$ cat src/rtl/prefetch_unit_pkg.sv
// Shared constants for the instruction prefetch queue: fetch FSM encodings
// and word/beat geometry helpers.
package prefetch_unit_pkg;

  localparam logic [0:0] ST_IDLE = 1'b0;
  localparam logic [0:0] ST_RECV = 1'b1;

  function automatic int unsigned beats_per_word(input int unsigned word_bits,
                                                 input int unsigned nshift);
    return word_bits / nshift;
  endfunction

endpackage

$ cat src/rtl/prefetch_fifo.sv
// Small circular word buffer: head index plus count, with pop, push,
// remove-second-entry and flush.
module prefetch_fifo #(
  parameter int unsigned DEPTH = 2,
  parameter int unsigned WIDTH = 16
) (
  input  logic             clk,
  input  logic             reset_n,
  input  logic             flush,
  input  logic             push,
  input  logic [WIDTH-1:0] push_data,
  input  logic             pop,
  input  logic             remove_second,
  output logic [WIDTH-1:0] head_data,
  output logic [WIDTH-1:0] second_data,
  output logic             head_valid,
  output logic             second_valid,
  output logic             full
);

  localparam int unsigned HW = $clog2(DEPTH);
  localparam int unsigned CW = $clog2(DEPTH + 1);

  logic [WIDTH-1:0] mem [DEPTH];
  logic [HW-1:0]    head;
  logic [CW-1:0]    cnt;

  function automatic logic [HW-1:0] wrap(input logic [HW-1:0] base,
                                         input int unsigned off);
    return HW'((32'(base) + off) % DEPTH);
  endfunction

  always_ff @(posedge clk or negedge reset_n) begin
    if (!reset_n) begin
      head <= '0;
      cnt  <= '0;
      for (int unsigned i = 0; i < DEPTH; i++) mem[i] <= '0;
    end else if (flush) begin
      head <= '0;
      cnt  <= '0;
    end else begin
      if (push) mem[wrap(head, 32'(cnt))] <= push_data;
      if (pop) begin
        head <= wrap(head, 1);
        if (!push) cnt <= cnt - 1'b1;
      end else if (remove_second) begin
        // Drop entry head+1 by copying the head forward and advancing head.
        mem[wrap(head, 1)] <= mem[head];
        head <= wrap(head, 1);
        if (!push) cnt <= cnt - 1'b1;
      end else if (push) begin
        cnt <= cnt + 1'b1;
      end
    end
  end

  assign head_data    = mem[head];
  assign second_data  = mem[wrap(head, 1)];
  assign head_valid   = (cnt != '0);
  assign second_valid = (cnt >= CW'(2));
  assign full         = (cnt == CW'(DEPTH));

endmodule

$ cat src/rtl/prefetch_unit.sv
// Instruction prefetch queue: serial word fetch FSM, word FIFO, and the
// immediate register feeding the decoder.
module prefetch_unit #(
  parameter int unsigned REG_BITS    = 8,
  parameter int unsigned NSHIFT      = 2,
  parameter int unsigned QUEUE_WORDS = 2
) (
  input  logic                  clk,
  input  logic                  reset_n,
  output logic                  fetch_req,
  input  logic                  fetch_started,
  input  logic                  fetch_data_valid,
  input  logic [NSHIFT-1:0]     fetch_data,
  input  logic                  block_prefetch,
  input  logic                  write_pc,
  output logic                  prefetch_idle,
  output logic                  inst_valid,
  output logic [2*REG_BITS-1:0] inst,
  input  logic                  inst_done,
  input  logic                  load_imm16,
  output logic                  imm16_loaded,
  output logic [2*REG_BITS-1:0] imm_full,
  output logic [NSHIFT-1:0]     imm_data_in,
  input  logic                  next_imm_data,
  input  logic                  feed_imm8,
  input  logic [NSHIFT-1:0]     imm8_data_out
);
  import prefetch_unit_pkg::*;

  localparam int unsigned WORD_BITS = 2 * REG_BITS;
  localparam int unsigned W_BEATS   = beats_per_word(WORD_BITS, NSHIFT);
  localparam int unsigned CNT_W     = $clog2(W_BEATS);

  logic [0:0]           state;
  logic [CNT_W-1:0]     beat_cnt;
  logic [WORD_BITS-1:0] word_sr;
  logic [WORD_BITS-1:0] assembled;
  logic [WORD_BITS-1:0] imm;
  logic [WORD_BITS-1:0] head_data;
  logic [WORD_BITS-1:0] second_data;
  logic [WORD_BITS-1:0] new_head;
  logic                 drop;
  logic                 in_recv, last_beat, push, pop, load_fire, remove, issue;
  logic                 head_valid, second_valid, full;

  assign in_recv   = (state == ST_RECV);
  assign last_beat = in_recv && fetch_data_valid && (beat_cnt == CNT_W'(W_BEATS - 1));
  assign assembled = {fetch_data, word_sr[WORD_BITS-1:NSHIFT]};
  assign push      = last_beat && !drop && !write_pc;
  assign pop       = inst_done && head_valid;
  assign load_fire = load_imm16 && second_valid && !imm16_loaded;
  assign remove    = load_fire && !pop;
  // A new head appears either on first arrival into an empty queue or on a
  // pop that leaves something behind (the second entry, or the word landing now).
  assign issue     = (!head_valid && push) || (pop && (second_valid || push));
  assign new_head  = (pop && second_valid) ? second_data : assembled;

  prefetch_fifo #(
    .DEPTH(QUEUE_WORDS),
    .WIDTH(WORD_BITS)
  ) u_fifo (
    .clk          (clk),
    .reset_n      (reset_n),
    .flush        (write_pc),
    .push         (push),
    .push_data    (assembled),
    .pop          (pop),
    .remove_second(remove),
    .head_data    (head_data),
    .second_data  (second_data),
    .head_valid   (head_valid),
    .second_valid (second_valid),
    .full         (full)
  );

  always_ff @(posedge clk or negedge reset_n) begin
    if (!reset_n) begin
      state    <= ST_IDLE;
      beat_cnt <= '0;
      word_sr  <= '0;
    end else if (!in_recv) begin
      if (fetch_started) begin
        state    <= ST_RECV;
        beat_cnt <= '0;
      end
    end else if (fetch_data_valid) begin
      word_sr  <= assembled;
      beat_cnt <= beat_cnt + 1'b1;
      if (last_beat) state <= ST_IDLE;
    end
  end

  // A flush coinciding with the last beat needs no drop: that word is
  // already suppressed by the flush itself.
  always_ff @(posedge clk or negedge reset_n) begin
    if (!reset_n) begin
      drop <= 1'b0;
    end else if (write_pc && ((in_recv && !last_beat) || (!in_recv && fetch_started))) begin
      drop <= 1'b1;
    end else if (last_beat) begin
      drop <= 1'b0;
    end
  end

  always_ff @(posedge clk or negedge reset_n) begin
    if (!reset_n) begin
      imm          <= '0;
      imm16_loaded <= 1'b0;
    end else if (write_pc) begin
      imm          <= '0;
      imm16_loaded <= 1'b0;
    end else begin
      imm16_loaded <= load_fire;
      if (load_fire) begin
        imm <= second_data;
      end else if (issue) begin
        imm <= {{REG_BITS{1'b0}}, new_head[REG_BITS-1:0]};
      end else if (next_imm_data || feed_imm8) begin
        imm <= {(feed_imm8 ? imm8_data_out : imm[NSHIFT-1:0]), imm[WORD_BITS-1:NSHIFT]};
      end
    end
  end

  assign fetch_req     = !in_recv && !block_prefetch && !full;
  assign prefetch_idle = !in_recv && !fetch_started;
  assign inst_valid    = head_valid;
  assign inst          = head_valid ? head_data : '0;
  assign imm_full      = imm;
  assign imm_data_in   = imm[NSHIFT-1:0];

endmodule

$ cat config.mk
export PLATFORM = sky130hd
export DESIGN_NAME = prefetch_unit
export DESIGN_NICKNAME = d
export VERILOG_FILES = /design/src/rtl/prefetch_unit_pkg.sv /design/src/rtl/prefetch_fifo.sv /design/src/rtl/prefetch_unit.sv
export SDC_FILE = /design/constraint.sdc
export NUM_CORES = 1
export LEC_CHECK = 0
export CORE_MARGIN = 4
export CORE_UTILIZATION = 50
export DETAILED_ROUTE_END_ITERATION = 7
export PLACE_DENSITY = 0.81
export REMOVE_ABC_BUFFERS = 1
export SLEW_MARGIN = 20
export SYNTH_ARGS = -nofsm -noshare
export SYNTH_HDL_FRONTEND = slang
export SYNTH_HIERARCHICAL = 1
export SYNTH_SLANG_ARGS = --single-unit
$ cat constraint.sdc
create_clock -name clk -period 4.78 [get_ports clk]
set_input_delay 0.956 -clock clk [delete_from_list [all_inputs] [get_ports clk]]
set_output_delay 0.956 -clock clk [all_outputs]
set_load 0.05 [all_outputs]
* Yosys cells after proc, flatten, opt, wreduce, memory -nomap -nowiden
Index checks and enable logic that the tools add are counted.
Word-level totals: register bits after elaboration 73, latch bits 0, memory bits (writable) 0, bits in read-only memories 0, input port bits 14, output and inout port bits 38, word-level logic and storage cells 109, memories kept 0
Operators by class: add/sub/neg operators 5, multiply operators 0, div/mod/pow operators 0, order comparisons 6, equal/unequal tests 3, shifts and indexed selects 0, multiplexer cells 41, bitwise operators 3, reduce and logical (&&, ||, !) cells 41
Operator list (number):
- $mux W16 | 13
- $mux W32 | 4
- $bwmux W32 | 2
- $demux W16 S1 | 2
- $logic_and A1 B1 Y1 | 19
- $mux W2 | 6
- $logic_not A1 Y1 | 10
- $mux W1 | 10
- $mux W3 | 3
- $ge A2 B2 Y1 const B | 4
- $mux W8 | 1
- $reduce_bool A4 Y1 | 2
- $not A1 Y2 | 3
- $reduce_bool A2 Y1 | 3
- $logic_or A1 B1 Y1 | 4
- $lt A2 B1 Y1 const B | 2
- $reduce_and A2 Y1 | 2
- $add A3 B1 Y3 const B | 1
- $eq A3 B3 Y1 const B | 1
- $reduce_bool A3 Y1 | 1
- $add A2 B1 Y2 const B | 1
- $eq A2 B2 Y1 const B | 1
- $ne A2 B2 Y1 const B | 1
- $sub A2 B1 Y2 const B | 1
- 2 further kinds | 2

* Depth between registers and ports, before layout
word-level depth 12, mapped depth 12, depth with buffers taken out 8

* Cells and area by module
The synthesis kept the hierarchy.
Modules (own cells, without submodules):
- prefetch_fifo | instances 1, cells an instance 262, area an instance 2129.5 um2, seq. area each 875.8 um2
- prefetch_unit | instances 1, cells an instance 193, area an instance 2011.9 um2, seq. area each 900.9 um2

* Least setup slack after synthesis
No wires, ideal clock.
kind in2out, from input block_prefetch, to output fetch_req, arrival time 2.032 ns, required time 3.824 ns, slack 1.792 ns, stages on the path 1, path buffers 0, cells stage by stage nor3_1
On the way: word-level cells in the longest chain between the ends 3
RTL lines:
- from (decl) | RTL line prefetch_unit.sv:14 | input logic block_prefetch,
- $logic_not A1 Y1 | RTL line prefetch_unit.sv:124 | assign fetch_req = !in_recv && !block_prefetch && !full;
- $logic_and A1 B1 Y1 (2 in a row) | RTL line prefetch_unit.sv:124
- to (decl) | RTL line prefetch_unit.sv:10 | output logic fetch_req,
No other way between the ends.

* Worst setup path in the final report
from register u_fifo.cnt[0], to output inst[10]
On the way: word-level cells in the longest chain between the ends 2
RTL lines:
- from (decl) | RTL line prefetch_fifo.sv:26 | logic [CW-1:0] cnt;
- from (signal assigned) | RTL line prefetch_fifo.sv:45 | if (!push) cnt <= cnt - 1'b1;
- from (signal assigned) | RTL line prefetch_fifo.sv:50 | if (!push) cnt <= cnt - 1'b1;
- from (signal assigned) | RTL line prefetch_fifo.sv:52 | cnt <= cnt + 1'b1;
- $reduce_bool A2 Y1 | RTL line prefetch_fifo.sv:59 | assign head_valid = (cnt != '0);
- $mux W16 | RTL line prefetch_unit.sv:127 | assign inst = head_valid ? head_data : '0;
- to (decl) | RTL line prefetch_unit.sv:18 | output logic [2*REG_BITS-1:0] inst,
No other way between the ends.

==> results.tsv <==
stage	metric	value	unit
critical_path	path_class	reg2out	
critical_path	crit_family	buffers and inverters	
power	irDropWorstVdd	470	µV
power	power.density	721	mW/mm²
logic_synthesis	seq_area_frac_synth	42.9	%
global_routing	grt_pass1_wl	18000	µm
timing	fin_skew	7.49	ps
die	ioPinCount	52	
critical_path	critPathBufInv	3	
critical_path	worstPathRequired	3820	ps
cells_and_area	fillers	651	
timing	finalHoldViolCount	0	
logic_synthesis	synth-warning-count	6	
die	die_y	99.0	µm
clock_tree	htree_levels	3	
cells_and_area	drive_gt1_share	11.6	%
logic_synthesis	synth_edf_count	0	
power	p_sw_share	49.9	%
timing	slew_violations	0	
clock_tree	cts_inserted_buffers	9	
clock_tree	cts_resized	0	
critical_path	cp-end-kind	output pin	
critical_path	max_stage_delay	800	ps
route	first_pass_iters	7	
logic_synthesis	synth_area_leaders	dfrtp_1 (43%), nor2_1 (5.8%), a221oi_1 (4.7%)	
logic_synthesis	ys_async_sr_fraction	100	%
route	ant_nets	0	
placed_design	dp_hpwl	7290	µm
placed_design	place_ws	1020	ps
logic_synthesis	ys.flop_type	dfrtp_1	
global_routing	globalRouteOverflowTotal	0	
die	start_util	52.5	%
global_routing	grtUsageTotal	23.0	%
hold_path	min_path_type	reg2reg	
power	internal_power	1.74	mW
logic_synthesis	synth.avg_cell_area	9.10	µm²
timing	fin_setup_tns	0	ps
timing	whs	526	ps
placed_design	port_buffers	51	
cells_and_area	final_common_cell	dfrtp_1	
power	p_total	3.47	mW
logic_synthesis	yosysTopAreaCell	dfrtp_1	
power	switchingPower	1.73	mW
clock_tree	cts_root_buf	clkbuf_8	
logic_synthesis	syn_inst	455	
global_routing	grt_pass1_vias	3565	
clock_tree	insertion_delay	340	ps
critical_path	cp_cell_sequence	inv_1, ha_1, inv_1, and2_1, clkdlybuf4s50_1	
clock_tree	cts.sinks	71	
timing	worst_pin_slew	1020	ps
timing	relSlewSlack	32.1	%
critical_path	start_kind	register	
cells_and_area	area_growth	16.3	%
route	vias	3628	
route	vias_per_cell	6.11	
power	comb_power_share	57.8	%
global_routing	grt_max_degree	67	
timing	fmax	0.278	GHz
timing	setup_viol	0	
cells_and_area	n_antenna_cell	0	
route	routed_wl	11000	µm
run_status	status	completed	
cells_and_area	nets	507	
clock_tree	ctsHoldBuffers	0	
logic_synthesis	ys_types	47	
logic_synthesis	ys_ff_latch	71	
clock_tree	post_cts_buffers	0	
critical_path	cp_slowest_cell	clkdlybuf4s50_1	
clock_tree	cts.path.max_buffers	2	
timing	rsz0062_at_grt	no	
global_routing	antenna_found_initial	0	
clock_tree	cts_tree	yes	
power	power.leakage	2.09	nW
timing	finalCritPeriodShare	75.3	%
die	coreArea	0.00789	mm²
cells_and_area	final_core_utilization	61.1	%
route	first_iter_violations	314	
timing	worst_slack	1180	ps
power	pwr-share-clk	13.2	%
run	max_cap_viol_count	0	
route	drc	0	
clock_tree	cts.clk_slew.worst_paths	80	ps
timing	fin_crit	3600	ps
cells_and_area	final_cell_mix	dfrtp_1 (70), nor2_1 (64), clkdlybuf4s50_1 (50)	
power	p_seq_share	29.0	%
logic_synthesis	syn-cell-area	0.00414	mm²
critical_path	cp.arrival	2640	ps
die	dieWidth	99.0	µm
route	wire_per_inst	18.5	µm
placed_design	gp_congestion	0.907	
logic_synthesis	synth_top_area_share	42.9	%
critical_path	crit_top_cell	inv_1	
die	die-area	0.00980	mm²
critical_path	crit_path_max_fanout	20	
die	rows	32	
-- cells in the mapped netlist, types with 2 or more instances --
cell      number
a21oi_1        2
a221oi_1      22
a221oi_2      10
a22o_1         3
a32o_1         2
and2_1        18
buf_1          4
buf_2          5
buf_4          2
buf_6          6
clkbuf_1      17
dfrtp_1       71
ha_1           4
inv_1         45
mux2_2        16
mux2i_1        9
nand2_1       42
nand2b_1       6
nand3_1        2
nor2_1        64
nor2b_1        4
nor3_1         9
nor4_1         2
o21a_1         9
o21ai_0       35
o21ai_1        2
o22a_1         2
o32ai_1       14
o41ai_1        6
or2_2          2
xnor2_1        2
xor2_1         3
-- power by group through the flow --
| stage | sequential, mW | combinational (mW) | clock (mW) |
|---|---|---|---|
| 3_5_place_dp | 1.01 | 2.00 | 0 |
| 5_1_grt | 1.04 | 2.15 | 0.492 |
| 4_1_cts | 0.999 | 2.01 | 0.463 |
| 3_3_place_gp | 1.00 | 1.97 | 0 |
| 6_report | 1.01 | 2.01 | 0.460 |
| 2_1_floorplan | 1.15 | 1.18 | 0 |
-- per-stage QoR --
| stage | cell area, µm² | instances |
|---|---|---|
| after CTS | 4810 | 594 |
| after detailed placement | 4640 | 580 |
| after floorplan | 3950 | 420 |
| after global placement | 4640 | 580 |
| after global routing | 4820 | 594 |
| final | 4820 | 594 |
-- kinds of logic (layout without fill, tap and decap cells) --
| family | count (synthesis) | after routing | synth area share [%] |
|---|---|---|---|
| compound gates | 111 | 111 | 21.6 |
| xor+xnor | 5 | 5 | 1.06 |
| fa+ha+maj | 4 | 4 | 1.21 |
| buf+inv | 80 | 117 | 8.70 |
| flops | 71 | 71 | 42.9 |
| mux | 25 | 25 | 6.53 |
| simple gates | 159 | 159 | 18.0 |
-- registers in the layout, summed over array words and instances (netlist names), 2 cells and up --
signal	cells
beat_cnt	3
imm_full	16
u_fifo/cnt	2
u_fifo/mem	32
word_sr	14
-- final cells by class --
class                           instances  area, µm²  area share, %
Clock buffer                           10        128           2.65
Multi-Input combinational cell        304       2000           41.6
Tap cell                              102        128           2.65
Sequential cell                        71       1780           36.9
Inverter                               45        169           3.51
Timing Repair Buffer                   58        561           11.6
Clock inverter                          4       48.8           1.01
-- worst paths after layout --
check                                          start  cells past startpoint  slack (ps)                          to
min                         imm_full[12]$_DFFE_PN0P_                      1         530    imm_full[12]$_DFFE_PN0P_
max                        u_fifo/cnt[0]$_DFFE_PN0P_                      5        1180                    inst[10]
max reg2reg                u_fifo/cnt[0]$_DFFE_PN0P_                      8        1660  u_fifo/mem[15]$_DFFE_PN0N_
min in group asynchronous                    reset_n                      1         610     beat_cnt[0]$_DFFE_PN0P_
min reg2reg                 imm_full[12]$_DFFE_PN0P_                      1         530    imm_full[12]$_DFFE_PN0P_
max in group asynchronous                    reset_n                      2        3380      word_sr[6]$_DFFE_PN0P_
-- metal layers --
metal	global-route usage, %	vias up	part of all wire (%)
li1	-	1655	-
met1	32.4	1758	43
met2	34.5	189	45
met3	4.95	26	9.5
met4	9.14	0	2.2
met5	0	-	0
Note: power is estimated with default switching activity, not from simulation.
